`config.mk`:
```
export PLATFORM = sky130hd
export DESIGN_NAME = lectura_rtc
export DESIGN_NICKNAME = d
export VERILOG_FILES = /design/src/rtl/lectura_rtc.sv
export SDC_FILE = /design/constraint.sdc
export NUM_CORES = 1
export LEC_CHECK = 0
export BUFFER_PORTS_ARGS = -buffer_cell sky130_fd_sc_hd__buf_2
export CELL_PAD_IN_SITES_DETAIL_PLACEMENT = 0
export CELL_PAD_IN_SITES_GLOBAL_PLACEMENT = 2
export CORE_UTILIZATION = 40
export DETAILED_ROUTE_END_ITERATION = 8
export PLACE_DENSITY_LB_ADDON = 0.1
export SYNTH_ARGS = -nofsm -noshare
export SYNTH_HDL_FRONTEND = slang
export SYNTH_SLANG_ARGS = --single-unit
export TNS_END_PERCENT = 30
```
`constraint.sdc`:
```
create_clock -name clk -period 2.42 [get_ports clk]
set_clock_uncertainty 0.05 [all_clocks]
set_input_delay 0.484 -clock clk [delete_from_list [all_inputs] [get_ports clk]]
set_output_delay 0.484 -clock clk [all_outputs]
set_load 0.02 [all_outputs]
```
`src/rtl/lectura_rtc.sv`:
```
// ============================================================================
//  Module   : lectura_rtc
//  Brief    : RTC multiplexed-bus read sequencer; sweeps eleven registers and
//             commits them atomically to the datos* outputs.
//  Revision : 1.0
// ============================================================================
`default_nettype none

module lectura_rtc #(
    parameter int TPULSE = 4
) (
    input  logic       clk,
    input  logic       reset,
    input  logic       iniciar,
    input  logic [7:0] AD_in,
    output logic [7:0] AD_out,
    output logic       ad_oe,
    output logic       ad_sel,
    output logic       cs_n,
    output logic       rd_n,
    output logic       wr_n,
    output logic       ocupado,
    output logic       listo,
    output logic [7:0] datos0,
    output logic [7:0] datos1,
    output logic [7:0] datos2,
    output logic [7:0] datos3,
    output logic [7:0] datos4,
    output logic [7:0] datos5,
    output logic [7:0] datos6,
    output logic [7:0] datos7,
    output logic [7:0] datos8,
    output logic [7:0] datos9,
    output logic [7:0] datos10
);

    localparam int              c_CW   = (TPULSE > 1) ? $clog2(TPULSE) : 1;
    localparam logic [c_CW-1:0] c_TC   = c_CW'(TPULSE - 1);
    localparam logic [3:0]      c_LAST = 4'd10;

    typedef enum logic [2:0] {
        ST_IDLE, ST_A_SET, ST_A_WR, ST_A_HLD, ST_D_SET, ST_D_RD, ST_D_HLD, ST_COMMIT
    } state_t;

    state_t          r_state, w_state_nxt;
    logic [3:0]      r_idx, w_idx_nxt;
    logic [c_CW-1:0] r_cnt;
    logic            w_tc;
    logic [7:0]      r_shadow [0:10];
    logic [7:0]      r_datos  [0:10];

    logic [7:0] r_ad_out, w_ad_out;
    logic       r_ad_oe, r_ad_sel, r_cs_n, r_rd_n, r_wr_n, r_ocupado, r_listo;
    logic       w_ad_oe, w_ad_sel, w_cs_n, w_rd_n, w_wr_n;

    function automatic logic [7:0] addr_of(input logic [3:0] i);
        case (i)
            4'd0:    addr_of = 8'h21;
            4'd1:    addr_of = 8'h22;
            4'd2:    addr_of = 8'h23;
            4'd3:    addr_of = 8'h24;
            4'd4:    addr_of = 8'h25;
            4'd5:    addr_of = 8'h26;
            4'd6:    addr_of = 8'h27;
            4'd7:    addr_of = 8'h28;
            4'd8:    addr_of = 8'h41;
            4'd9:    addr_of = 8'h42;
            4'd10:   addr_of = 8'h43;
            default: addr_of = 8'h00;
        endcase
    endfunction

    assign w_tc = (r_cnt == c_TC);

    always_ff @(posedge clk or negedge reset) begin
        if (!reset) begin
            r_state <= ST_IDLE;
            r_idx   <= '0;
            r_cnt   <= '0;
        end else begin
            r_state <= w_state_nxt;
            r_idx   <= w_idx_nxt;
            if (w_state_nxt != r_state) begin
                r_cnt <= '0;
            end else if (!w_tc) begin
                r_cnt <= r_cnt + c_CW'(1);
            end
        end
    end

    always_comb begin
        w_state_nxt = r_state;
        w_idx_nxt   = r_idx;
        case (r_state)
            ST_IDLE: begin
                if (iniciar) begin
                    w_state_nxt = ST_A_SET;
                    w_idx_nxt   = '0;
                end
            end
            ST_A_SET: if (w_tc) w_state_nxt = ST_A_WR;
            ST_A_WR:  if (w_tc) w_state_nxt = ST_A_HLD;
            ST_A_HLD: if (w_tc) w_state_nxt = ST_D_SET;
            ST_D_SET: if (w_tc) w_state_nxt = ST_D_RD;
            ST_D_RD:  if (w_tc) w_state_nxt = ST_D_HLD;
            ST_D_HLD: begin
                if (w_tc) begin
                    if (r_idx == c_LAST) begin
                        w_state_nxt = ST_COMMIT;
                    end else begin
                        w_state_nxt = ST_A_SET;
                        w_idx_nxt   = r_idx + 4'd1;
                    end
                end
            end
            ST_COMMIT: w_state_nxt = ST_IDLE;
            default:   w_state_nxt = ST_IDLE;
        endcase
    end

    // Bus pins are decoded from the next state so the registered copies line up with the state.
    always_comb begin
        w_cs_n   = 1'b1;
        w_rd_n   = 1'b1;
        w_wr_n   = 1'b1;
        w_ad_oe  = 1'b0;
        w_ad_sel = 1'b1;
        w_ad_out = 8'h00;
        case (w_state_nxt)
            ST_A_SET, ST_A_WR, ST_A_HLD: begin
                w_cs_n   = 1'b0;
                w_ad_sel = 1'b0;
                w_ad_oe  = 1'b1;
                w_ad_out = addr_of(w_idx_nxt);
                w_wr_n   = (w_state_nxt != ST_A_WR);
            end
            ST_D_SET: w_cs_n = 1'b0;
            ST_D_RD: begin
                w_cs_n = 1'b0;
                w_rd_n = 1'b0;
            end
            default: ;
        endcase
    end

    always_ff @(posedge clk or negedge reset) begin
        if (!reset) begin
            r_cs_n    <= 1'b1;
            r_rd_n    <= 1'b1;
            r_wr_n    <= 1'b1;
            r_ad_oe   <= 1'b0;
            r_ad_sel  <= 1'b1;
            r_ad_out  <= 8'h00;
            r_ocupado <= 1'b0;
            r_listo   <= 1'b0;
        end else begin
            r_cs_n    <= w_cs_n;
            r_rd_n    <= w_rd_n;
            r_wr_n    <= w_wr_n;
            r_ad_oe   <= w_ad_oe;
            r_ad_sel  <= w_ad_sel;
            r_ad_out  <= w_ad_out;
            r_ocupado <= (w_state_nxt != ST_IDLE);
            r_listo   <= (w_state_nxt == ST_COMMIT);
        end
    end

    // Shadow fills one byte per register; datos only move on the single commit cycle.
    always_ff @(posedge clk or negedge reset) begin
        if (!reset) begin
            for (int i = 0; i < 11; i++) begin
                r_shadow[i] <= 8'h00;
                r_datos[i]  <= 8'h00;
            end
        end else begin
            for (int i = 0; i < 11; i++) begin
                if ((r_state == ST_D_RD) && w_tc && (r_idx == 4'(i))) begin
                    r_shadow[i] <= AD_in;
                end
                if (w_state_nxt == ST_COMMIT) begin
                    r_datos[i] <= r_shadow[i];
                end
            end
        end
    end

    assign AD_out  = r_ad_out;
    assign ad_oe   = r_ad_oe;
    assign ad_sel  = r_ad_sel;
    assign cs_n    = r_cs_n;
    assign rd_n    = r_rd_n;
    assign wr_n    = r_wr_n;
    assign ocupado = r_ocupado;
    assign listo   = r_listo;
    assign datos0  = r_datos[0];
    assign datos1  = r_datos[1];
    assign datos2  = r_datos[2];
    assign datos3  = r_datos[3];
    assign datos4  = r_datos[4];
    assign datos5  = r_datos[5];
    assign datos6  = r_datos[6];
    assign datos7  = r_datos[7];
    assign datos8  = r_datos[8];
    assign datos9  = r_datos[9];
    assign datos10 = r_datos[10];

endmodule

`default_nettype wire

```
==> results.sh <==
export IMPL_status="complete, no violations"
export IMPL_reg2reg_slack_ps=220
export IMPL_reg2reg_depth=7
export IMPL_cts_setup_buffers=0
export IMPL_cp_slowest_cell="mux2_2"
export IMPL_synth_top_cell_area_share_pct=62.4
export IMPL_h_tree_depth=4
export IMPL_grt_max_degree=62
export IMPL_postRouteAntennaNets=0
export IMPL_drc=0
export IMPL_vias=4388
export IMPL_routed_wl_um=16000
export IMPL_synth_most_common_cell="dfrtp_1"
export IMPL_syn_inst=504
export IMPL_synth_flop_cell="dfrtp_1"
export IMPL_die_w_um=141
export IMPL_core_area_um2=18900
export IMPL_grt_pass1_vias=4475
export IMPL_track_usage_pct=17.0
export IMPL_cp_end_kind="flip-flop"
export IMPL_clk_latency_ps=430
export IMPL_cts_sinks=198
export IMPL_ys_async_sr_fraction_pct=100
export IMPL_rsz0062_at_grt="false"
export IMPL_regMostFlops="r_shadow"
export IMPL_dpl_cell_area_um2=8690
export IMPL_cts_inserted_buffers=17
export IMPL_viasPerCell=4.91
export IMPL_hp_class="in -> reg"
export IMPL_startpoint="r_idx[0]"
export IMPL_max_vdd_ir_drop_v=0.000475
export IMPL_max_slew_margin_pct=62.7
export IMPL_min_delay_start="iniciar"
export IMPL_max_freq_ghz=0.455
export IMPL_p_per_area_nw_per_um2=964
export IMPL_die_area_um2=20000
export IMPL_hold_violations=0
export IMPL_cp_num_buf_inv=3
export IMPL_antenna_found_initial=0
export IMPL_io_pins=114
export IMPL_hpwl_um=10700
export IMPL_worstPathCellList="inv_1 > ha_1 > nand3b_1 > buf_4 > a21oi_4 > buf_12 > mux2_2"
export IMPL_drv_cap=0
export IMPL_crit_required_ps=2670
export IMPL_slowest_delay_ps=380
export IMPL_gr_total_overflow=0
export IMPL_arrival_ps=2450
export IMPL_finalSetupTns_ps=0
export IMPL_dpl_worst_slack_ps=237
export IMPL_synth_cell_types=46
export IMPL_crit_family="buffers and inverters"
export IMPL_worst_slew_pin_slew_ps=558
export IMPL_synth_area_leaders="dfrtp_1, mux2_2, mux2_1"
export IMPL_rows=50
export IMPL_grt_pass1_wl_um=25400
export IMPL_fin_crit_ps=2200
export IMPL_drt_pass1_iter_count=4
export IMPL_synthTopCellsByCount="dfrtp_1, mux2_2, mux2_1, nand2_1, buf_2"
export IMPL_syn_area_um2=7780
export IMPL_fin_crit_sh_pct=90.8
export IMPL_cp_start_kind="flip-flop"
export IMPL_rr_endpoint="datos9[6]"
export IMPL_setup_viol=0
export IMPL_die_h_um=141
export IMPL_drt_iter0_drc=199
export IMPL_synth_area_per_cell_um2=15.4
export IMPL_maxSlewViolCount=0
export IMPL_rr_startpoint="r_idx[0]"
export IMPL_start_util_pct=41.2
export IMPL_worst_slack_ps=222
export IMPL_cts_tree="done"
export IMPL_multi_input_area_um2=2650
export IMPL_path_clk_slew_ps=60
export IMPL_cts_resized=0
export IMPL_p_leak_nw=4.11
export IMPL_ys_ff_latch=198
export IMPL_cts_buffer_depth=2
export IMPL_ff_latch_area_um2=4960
export IMPL_seq_area_frac_synth_pct=63.8
export IMPL_cp_max_fo=43
export IMPL_yosysTopAreaCell="dfrtp_1"
export IMPL_drive_above_1_share_pct=51.0
export IMPL_crit_type="reg -> reg"
export IMPL_crit_path_end="datos9[6]"
export IMPL_cts_hold_fix_buffers=1
export IMPL_io_buffers=111
export IMPL_nFillCells=1715
export IMPL_yosysWarningCount=0
export IMPL_ctsRootBufferMaster="clkbuf_16"
export IMPL_crit_cells=7
export IMPL_nets=640
export IMPL_synth_edff_count=0
export IMPL_n_antenna_cell=0
export IMPL_finalInstanceArea_um2=9260
export IMPL_holdPathStages=3
export IMPL_syn2layout_area_growth_pct=19.1
export IMPL_gp_congestion=0.746
export IMPL_largest_reg_flops=88
export IMPL_drt_wirelength_per_cell_um=17.9
## area by class of cell
type                       count  share of cell area [%]
sequential                   198                    53.6
multi-input combinational    270                    28.6
timing repair buffer         127                    7.96
clock buffer                  25                    5.35
tap                          260                    3.51
clock inverter                 6                   0.730
inverter                       7                   0.284
## worst min-delay path by stage
stage	endpoint
2_1_floorplan	AD_out[0]
3_3_place_gp	datos0[5]
3_5_place_dp	datos0[5]
4_1_cts	r_cnt[0]
5_1_grt	r_cnt[0]
6_report	r_cnt[0]
## metrics by stage
step	hold slack [ps]	cells	util [%]	power [mW]
2_1_floorplan	138	505	-	5.56
3_3_place_gp	331	861	46.0	6.29
3_5_place_dp	333	861	46.0	6.34
4_1_cts	399	893	49.0	9.06
5_1_grt	435	893	49.0	9.41
6_report	421	893	49.0	8.93
## per-layer routing
| layer | GRT usage, % | share of wire, % | vias to the layer above |
|---|---|---|---|
| li1 | - | - | 2003 |
| met3 | 3.31 | 3.1 | 15 |
| met5 | 0 | 0 | - |
| met2 | 27.7 | 49 | 87 |
| met4 | 5.94 | 1.2 | 0 |
| met1 | 22.9 | 47 | 2283 |
## worst register-to-register path: stages (launching register included)
cell      delay [ps]
dfrtp_1          370
inv_1            100
ha_1             260
nand3b_1         200
buf_4            200
a21oi_4          210
buf_12           300
mux2_2           390
## placed cells by master (no fill, tap or decap), types with 6 or more instances in the layout
| cell type | synthesis | final |
|---|---|---|
| inv_1 | 7 | 7 |
| dfrtp_1 | 194 | 194 |
| mux2_2 | 159 | 159 |
| buf_4 | 4 | 11 |
| ha_1 | 8 | 8 |
| clkbuf_16 | 0 | 17 |
| a21oi_1 | 6 | 6 |
| buf_2 | 13 | 110 |
| nand2_1 | 16 | 16 |
| mux2_1 | 17 | 17 |
| nor2_1 | 9 | 9 |
## report_power, final
part           total, mW  internal, mW  switching, mW
sequential          4.22          3.89          0.326
clock               2.69          1.53           1.16
combinational       2.02         0.838           1.18
total               8.93          6.26           2.67
## kinds of logic after synthesis
kind of cell / Yosys count / synth area share, %
AND/OR/NAND/NOR: 50 / 3.51
buffers and inverters: 37 / 2.28
multiplexers: 178 / 25.7
AO/OA/AOI/OAI: 30 / 3.12
XOR/XNOR: 2 / 0.225
flip-flops: 198 / 63.8
adder cells (fa/ha/maj): 8 / 1.29
other: 1 / 0.0482
Power figures use the tool's default switching activity.
